File: src/rtl/filter_scheduler_pkg.sv
// Shared definitions for the filter scheduler.
//   sched_state_e : scheduler FSM state encoding
//   MemRw*        : memory bus command codes driven on mem_rw
package filter_scheduler_pkg;

    typedef enum logic [2:0] {
        StIdle     = 3'd0,
        StIssue    = 3'd1,
        StWaitFilt = 3'd2,
        StWrite    = 3'd3,
        StWaitWr   = 3'd4,
        StNext     = 3'd5,
        StDone     = 3'd6
    } sched_state_e;

    localparam logic [1:0] MemRwIdle  = 2'b00;
    localparam logic [1:0] MemRwRead  = 2'b01;
    localparam logic [1:0] MemRwWrite = 2'b10;

endpackage

File: src/rtl/pixel_scan_counter.sv
// Row/column generator over the interior of an image (a margin of
// WINDOW_SIZE/2 pixels is skipped on every edge), row-major, col fastest.
//   clk, rst : clock, asynchronous active-low reset (row/col clear to 0)
//   load     : restart at the first interior pixel (M, M)
//   advance  : step to the next pixel, wrapping col to M and bumping row
//   row, col : current pixel coordinates
//   last     : current pixel is the final interior pixel
module pixel_scan_counter #(
    parameter int BUS_WIDTH   = 8,
    parameter int IMG_WIDTH   = 7,
    parameter int IMG_HEIGHT  = 7,
    parameter int WINDOW_SIZE = 3
) (
    input  logic                 clk,
    input  logic                 rst,
    input  logic                 load,
    input  logic                 advance,
    output logic [BUS_WIDTH-1:0] row,
    output logic [BUS_WIDTH-1:0] col,
    output logic                 last
);

    localparam int                   Margin  = WINDOW_SIZE / 2;
    localparam logic [BUS_WIDTH-1:0] First   = BUS_WIDTH'(Margin);
    localparam logic [BUS_WIDTH-1:0] LastCol = BUS_WIDTH'(IMG_WIDTH - 1 - Margin);
    localparam logic [BUS_WIDTH-1:0] LastRow = BUS_WIDTH'(IMG_HEIGHT - 1 - Margin);
    localparam logic [BUS_WIDTH-1:0] One     = BUS_WIDTH'(1);

    logic [BUS_WIDTH-1:0] row_q, row_d;
    logic [BUS_WIDTH-1:0] col_q, col_d;
    logic                 last_col;

    always_comb begin
        last_col = (col_q == LastCol);
        row_d    = row_q;
        col_d    = col_q;
        if (load) begin
            row_d = First;
            col_d = First;
        end else if (advance) begin
            if (last_col) begin
                col_d = First;
                row_d = row_q + One;
            end else begin
                col_d = col_q + One;
            end
        end
    end

    always_ff @(posedge clk or negedge rst) begin
        if (!rst) begin
            row_q <= '0;
            col_q <= '0;
        end else begin
            row_q <= row_d;
            col_q <= col_d;
        end
    end

    assign row  = row_q;
    assign col  = col_q;
    assign last = last_col && (row_q == LastRow);

endmodule

File: src/rtl/filter_scheduler.sv
// Sequences a window filter over every interior pixel of an image and
// optionally writes each result back to memory at OUT_BASE.
// Optional feature: define FILTER_SCHED_WRITEBACK_EN to build the write-back
// path (WRITE/WAIT_WR states); otherwise results appear only on res_*.
// Ports:
//   clk, rst                 : clock, asynchronous active-low reset
//   start, abort             : begin frame pulse / stop frame
//   busy, done               : frame in progress / one-cycle completion pulse
//   filt_en, s_row, s_col    : request to filter pixel (s_row, s_col)
//   filt_out, filt_rdy       : filter result and its valid strobe
//   filt_addr, filt_rw       : filter's memory request (passed through)
//   filt_drdy                : memory ready forwarded to the filter
//   mem_addr, mem_rw         : memory address / command (00 idle, 01 rd, 10 wr)
//   mem_idata, mem_drdy      : memory write data / memory ready
//   res_valid, res_data,
//   res_row, res_col         : one-cycle result strobe with data and position
module filter_scheduler
    import filter_scheduler_pkg::*;
#(
    parameter int DATA_WIDTH  = 16,
    parameter int BUS_WIDTH   = 8,
    parameter int IMG_WIDTH   = 7,
    parameter int IMG_HEIGHT  = 7,
    parameter int WINDOW_SIZE = 3,
    parameter int OUT_BASE    = 64
) (
    input  logic                  clk,
    input  logic                  rst,
    input  logic                  start,
    input  logic                  abort,
    output logic                  busy,
    output logic                  done,
    output logic                  filt_en,
    output logic [BUS_WIDTH-1:0]  s_row,
    output logic [BUS_WIDTH-1:0]  s_col,
    input  logic [DATA_WIDTH-1:0] filt_out,
    input  logic                  filt_rdy,
    input  logic [BUS_WIDTH-1:0]  filt_addr,
    input  logic [1:0]            filt_rw,
    output logic                  filt_drdy,
    output logic [BUS_WIDTH-1:0]  mem_addr,
    output logic [1:0]            mem_rw,
    output logic [DATA_WIDTH-1:0] mem_idata,
    input  logic                  mem_drdy,
    output logic                  res_valid,
    output logic [DATA_WIDTH-1:0] res_data,
    output logic [BUS_WIDTH-1:0]  res_row,
    output logic [BUS_WIDTH-1:0]  res_col
);

    sched_state_e state_q, state_d;

    logic                  res_valid_q, res_valid_d;
    logic [DATA_WIDTH-1:0] res_data_q, res_data_d;
    logic [BUS_WIDTH-1:0]  res_row_q, res_row_d;
    logic [BUS_WIDTH-1:0]  res_col_q, res_col_d;

    logic                  cnt_load, cnt_adv, cnt_last;
    logic [BUS_WIDTH-1:0]  cnt_row, cnt_col;
    logic                  in_filt;
    logic [BUS_WIDTH-1:0]  wr_addr;

    pixel_scan_counter #(
        .BUS_WIDTH   (BUS_WIDTH),
        .IMG_WIDTH   (IMG_WIDTH),
        .IMG_HEIGHT  (IMG_HEIGHT),
        .WINDOW_SIZE (WINDOW_SIZE)
    ) u_scan (
        .clk     (clk),
        .rst     (rst),
        .load    (cnt_load),
        .advance (cnt_adv),
        .row     (cnt_row),
        .col     (cnt_col),
        .last    (cnt_last)
    );

    // Counter only advances in NEXT, so row/col still name the pixel being written.
    assign wr_addr = BUS_WIDTH'(OUT_BASE) + cnt_row * BUS_WIDTH'(IMG_WIDTH) + cnt_col;

`ifndef FILTER_SCHED_WRITEBACK_EN
    logic unused_wr_addr;
    assign unused_wr_addr = ^wr_addr;
`endif

    // Next-state logic; abort overrides everything (including a same-cycle
    // filt_rdy/mem_drdy) in any non-idle state.
    always_comb begin
        state_d     = state_q;
        cnt_load    = 1'b0;
        cnt_adv     = 1'b0;
        res_valid_d = 1'b0;
        res_data_d  = res_data_q;
        res_row_d   = res_row_q;
        res_col_d   = res_col_q;

        if (abort && (state_q != StIdle)) begin
            state_d = StIdle;
        end else begin
            unique case (state_q)
                StIdle: begin
                    if (start) begin
                        state_d  = StIssue;
                        cnt_load = 1'b1;
                    end
                end
                StIssue: state_d = StWaitFilt;
                StWaitFilt: begin
                    if (filt_rdy) begin
                        res_valid_d = 1'b1;
                        res_data_d  = filt_out;
                        res_row_d   = cnt_row;
                        res_col_d   = cnt_col;
`ifdef FILTER_SCHED_WRITEBACK_EN
                        state_d     = StWrite;
`else
                        state_d     = StNext;
`endif
                    end
                end
`ifdef FILTER_SCHED_WRITEBACK_EN
                StWrite: state_d = StWaitWr;
                StWaitWr: begin
                    if (mem_drdy) begin
                        state_d = StNext;
                    end
                end
`endif
                StNext: begin
                    cnt_adv = 1'b1;
                    state_d = cnt_last ? StDone : StIssue;
                end
                StDone:  state_d = StIdle;
                default: state_d = StIdle;
            endcase
        end
    end

    // Output decode.
    always_comb begin
        in_filt   = (state_q == StIssue) || (state_q == StWaitFilt);
        busy      = (state_q != StIdle);
        done      = (state_q == StDone);
        filt_en   = in_filt;
        s_row     = cnt_row;
        s_col     = cnt_col;
        filt_drdy = 1'b0;
        mem_addr  = '0;
        mem_rw    = MemRwIdle;
        mem_idata = '0;

        // While the filter is working it owns the memory bus.
        if (in_filt) begin
            mem_addr  = filt_addr;
            mem_rw    = filt_rw;
            filt_drdy = mem_drdy;
        end
`ifdef FILTER_SCHED_WRITEBACK_EN
        if ((state_q == StWrite) || (state_q == StWaitWr)) begin
            mem_addr  = wr_addr;
            mem_rw    = MemRwWrite;
            mem_idata = res_data_q;
        end
`endif
    end

    always_ff @(posedge clk or negedge rst) begin
        if (!rst) begin
            state_q     <= StIdle;
            res_valid_q <= 1'b0;
            res_data_q  <= '0;
            res_row_q   <= '0;
            res_col_q   <= '0;
        end else begin
            state_q     <= state_d;
            res_valid_q <= res_valid_d;
            res_data_q  <= res_data_d;
            res_row_q   <= res_row_d;
            res_col_q   <= res_col_d;
        end
    end

    assign res_valid = res_valid_q;
    assign res_data  = res_data_q;
    assign res_row   = res_row_q;
    assign res_col   = res_col_q;

endmodule

File: config.mk
export PLATFORM = sky130hd
export DESIGN_NAME = filter_scheduler
export DESIGN_NICKNAME = d
export VERILOG_FILES = /design/src/rtl/filter_scheduler_pkg.sv /design/src/rtl/pixel_scan_counter.sv /design/src/rtl/filter_scheduler.sv
export SDC_FILE = /design/constraint.sdc
export NUM_CORES = 1
export LEC_CHECK = 0
export CAP_MARGIN = 30
export CORE_MARGIN = 2
export CORE_UTILIZATION = 25
export DETAILED_ROUTE_END_ITERATION = 6
export GPL_TIMING_DRIVEN = 0
export SLEW_MARGIN = 20
export SYNTH_ARGS = -nofsm -noshare
export SYNTH_HDL_FRONTEND = slang
export SYNTH_SLANG_ARGS = --single-unit
File: constraint.sdc
create_clock -name clk -period 6.02 [get_ports clk]
set_input_delay 1.505 -clock clk [delete_from_list [all_inputs] [get_ports clk]]
set_output_delay 1.505 -clock clk [all_outputs]
set_load 0.02 [all_outputs]
==> impl_summary.log <==
INFO  metric cp.required = 4510 ps
INFO  metric worst_ep_arrival_time = around 2700 ps
INFO  metric first_iter_violations = 84
INFO  metric design.die.area = around 11000 µm²
INFO  metric dr_wl_cell = 12.4 µm
INFO  metric vias_per_cell = around 4.2
INFO  metric cts.sink_count = 52
INFO  metric drt_pass1_iterations = 4
INFO  metric globalplace.congestion = between 0.7 and 0.8
INFO  metric clockRootBuffer = sky130_fd_sc_hd__clkbuf_8
INFO  metric holdCritPathClass = register to register
INFO  metric postLayoutCoreUtil = about two fifths
INFO  metric timing.final.crit_share = between 60% and 70%
INFO  metric synthDominantAreaCellType = sky130_fd_sc_hd__dfrtp_1
INFO  metric area_growth_from_synthesis_to_layout = 50.1%
INFO  metric global_route.overflow_total = 0
INFO  metric slew_headroom = between 50 and 60%
INFO  metric num_vias = 1982
INFO  metric finalPower = approximately 1.4 mW
INFO  metric die_width = 104 µm
INFO  metric sw_frac_of_total = 37.9%
INFO  metric grt_first_pass_wirelength = around 9.5 mm
INFO  metric pin_count_of_the_biggest_net_entering_global_routing = 53
INFO  metric post-synth-top-area-fraction = ~52%
INFO  metric netSwitchingPower = between 0.5 and 0.6 mW
INFO  metric cts-resized-gates = 0
INFO  metric crit_path_frequent_cell = sky130_fd_sc_hd__clkdlybuf4s50_1
INFO  metric final-hold-violation-count = 0
INFO  metric remaining_drc_errors = 0
INFO  metric placement.io_buffers = 94
INFO  metric timing.critical_path.buf_inv = 2
INFO  metric max_clock_freq = 239 MHz
INFO  metric ys_async_sr_fraction = 100%
INFO  metric tritoncts = done
INFO  metric vdd.ir_drop.worst = between 0.1 and 0.15 mV
INFO  metric syn-cell-area = ~2500 µm²
INFO  metric hpwl_detailed = around 4.4 mm
INFO  metric synthTopCellsByCount = sky130_fd_sc_hd__dfrtp_1, sky130_fd_sc_hd__mux2_2, sky130_fd_sc_hd__buf_4, sky130_fd_sc_hd__nand2_1, sky130_fd_sc_hd__and2_1
INFO  metric post_synth_inst_count = 218
INFO  metric critical_path_fanouts_max = 1
INFO  metric design.final.nets = 370
INFO  metric fp.dieH = approximately 100 µm
INFO  metric post-cts-setup-buffers = 0
INFO  metric cp_delay_by_family_top = buffers and inverters
INFO  metric via_count_of_the_first_global_routing_pass = 1841
INFO  metric path_clk_slew = approximately 100 ps
INFO  metric worst_skew = between 10 and 15 ps
INFO  metric cts_max_level = 2
INFO  metric grt_setup_unrepaired = no
INFO  metric synth_cell_types = between 40 and 50
INFO  metric placement.cell_area = around 3700 µm²
INFO  metric final_critical_path_time_including_i_o_delays_and_setup = 4190 ps
INFO  metric placementRows = 36
INFO  metric stdcell_area = between 3000 and 4000 µm²
INFO  metric crit_path_end_kind = output port
INFO  metric layout.area.seq = ~1300 µm²
INFO  metric kind_of_critical_path = input pin to output port
INFO  metric share_comb_of_total_power = 49.4%
INFO  metric drive_above_1_share = approximately 18%
INFO  metric synth.yosys.warnings = 0
INFO  metric pwr_dens = 363 nW/µm²
INFO  metric final.fill_count = 977
INFO  metric timing.critical_path.cells = clkdlybuf4s50_1 -> and2_1 -> clkdlybuf4s50_1
INFO  metric ys_ff_latch = between 50 and 60
INFO  metric floorplan.io_pins = 111
INFO  metric layout.cells.non_filler = 468
INFO  metric multi_input_comb_area = 1070 µm²
INFO  metric antenna-diode-count = 0
INFO  metric global_route_usage_sum = between 10% and 20%
INFO  metric ant_nets = 0
INFO  metric hold_buffers = 0
INFO  metric setup_viol_count_final = 0
INFO  metric dp_cells = 460
INFO  metric internal_power = 0.848 mW
INFO  metric status = completed
INFO  metric crit_path_slowest_cell = sky130_fd_sc_hd__clkdlybuf4s50_1
INFO  metric initial_core_util = around 26%
INFO  metric most_used_standard_cell_by_instance_count_after_synthesis = sky130_fd_sc_hd__dfrtp_1
INFO  metric core = roughly 9800 µm²
INFO  metric timing.critical_path.from_type = input pin
INFO  metric max_cap_viol_count = 0
INFO  metric synth_top_cells_by_area = sky130_fd_sc_hd__dfrtp_1, sky130_fd_sc_hd__mux2_2, sky130_fd_sc_hd__buf_4
INFO  metric synthFlopType = sky130_fd_sc_hd__dfrtp_1
INFO  metric synth_area_per_cell = ~12 µm²
INFO  metric clk_latency = 310 ps
INFO  metric pwr-share-clk = ~15%
INFO  metric finalSetupTns = 0 ps
INFO  metric synth-seq-area-share = roughly half
INFO  metric antenna_found_initial = 0
INFO  metric clock_tree.buffer_depth = 2
INFO  metric power.leakage = 1.64 nW
INFO  metric critPathMaxStageDelay = approximately 600 ps
INFO  metric cts-buffers-inserted = 5
INFO  metric worst_pin_slew = around 640 ps
INFO  metric maxSlewViolCount = 0
INFO  metric part_of_the_total_power_dissipated_in_sequential_elements = between 30% and 40%
INFO  metric synth_edf_count = 0
INFO  metric route.final.wire_length = between 5 and 6 mm
-- cell type report --
class | instances | area share, %
buffer | 26 | 4.49
clock inverter | 3 | 0.698
timing repair buffer | 94 | 24.9
multi-input combinational | 149 | 28.5
clock buffer | 5 | 1.83
sequential | 52 | 34.6
inverter | 6 | 0.598
tap | 133 | 4.42
-- registers in the layout, indices dropped and copies added, names as in the netlist --
signal      count
state_q         3
res_data       16
res_col         8
res_valid       1
res_row         8
u_scan.row      8
u_scan.col      8
-- power groups by stage --
stage | clock network, mW | registers, mW | logic, mW
after floorplan | 0 | 0.583 | 0.275
final | 0.210 | 0.482 | 0.674
after global placement | 0 | 0.489 | 0.675
after global routing | 0.234 | 0.495 | 0.717
after detailed placement | 0 | 0.491 | 0.681
after CTS | 0.220 | 0.484 | 0.683
-- cells in the final DEF (no fill, tap or decap), drive strengths merged, types with 2 or more instances in the layout --
master         netlist  final
o21ai               11     11
nand2               12     12
conb                 1     16
or4                  3      3
clkinvlp             0      2
nand3                2      2
and3                 3      3
o31ai                3      3
o2111ai              3      3
clkdlybuf4s50        0     93
a21oi               10     10
dfrtp               52     52
ha                   4      4
clkbuf               6     11
nor2                10     10
nand4                4      4
mux2i                2      2
or3                  2      2
nor3b                3      3
mux2                29     29
and2                11     11
buf                 20     21
nor4b                3      3
xor2                 5      5
inv                  6      7
and4                 2      2
-- routing by layer --
metal  track usage, %  wire, µm  vias up
met3             3.07       343        5
li1                 -         -      971
met1             13.8      2540      956
met5                0         0        -
met2             17.8      2860       50
met4             2.90        46        0
-- path summary, 6_finish.rpt --
path | startpoint | to | slack [ps] | cells past startpoint
worst max-delay path | filt_addr[5] | mem_addr[5] | 1830 | 3
worst min-delay path | res_row[0]$_DFFE_PN0P_ | res_row[0]$_DFFE_PN0P_ | 490 | 2
worst max register to register | state_q[0]$_DFFE_PN0P_ | res_row[4]$_DFFE_PN0P_ | 3800 | 5
worst min register to register | res_row[0]$_DFFE_PN0P_ | res_row[0]$_DFFE_PN0P_ | 490 | 2
max in group asynchronous | rst | u_scan.row[2]$_DFFE_PN0P_ | 4370 | 1
min in group asynchronous | rst | res_data[7]$_DFFE_PN0P_ | 1210 | 1
-- cells by family (layout without fill, tap and decap cells) --
group                      after synthesis  count (layout)  share of synthesized area, %
AOI/OAI and AO/OA                       33              33                          8.08
buffers and inverters                   32             134                          7.63
other                                    1              16                         0.149
adders and majority gates                4               4                          2.00
and+or+nand+nor                         59              59                          14.4
DFF                                     52              52                          51.9
xor gates and xnor gates                 6               6                          2.09
muxes                                   31              31                          13.8
-- stage by stage --
stage	worst slack, ps	hold slack, ps
after floorplan	2800	562
after global placement	1830	467
after detailed placement	1830	474
after CTS	1830	498
after global routing	1800	526
final	1830	493
-- worst register-to-register path, stage by stage (launching register included) --
cell,delay [ps]
sky130_fd_sc_hd__dfrtp_1,360
sky130_fd_sc_hd__buf_2,160
sky130_fd_sc_hd__nor2_1,270
sky130_fd_sc_hd__nand4b_1,510
sky130_fd_sc_hd__clkbuf_1,450
sky130_fd_sc_hd__mux2_2,370
(Power assumes the default switching activity.)
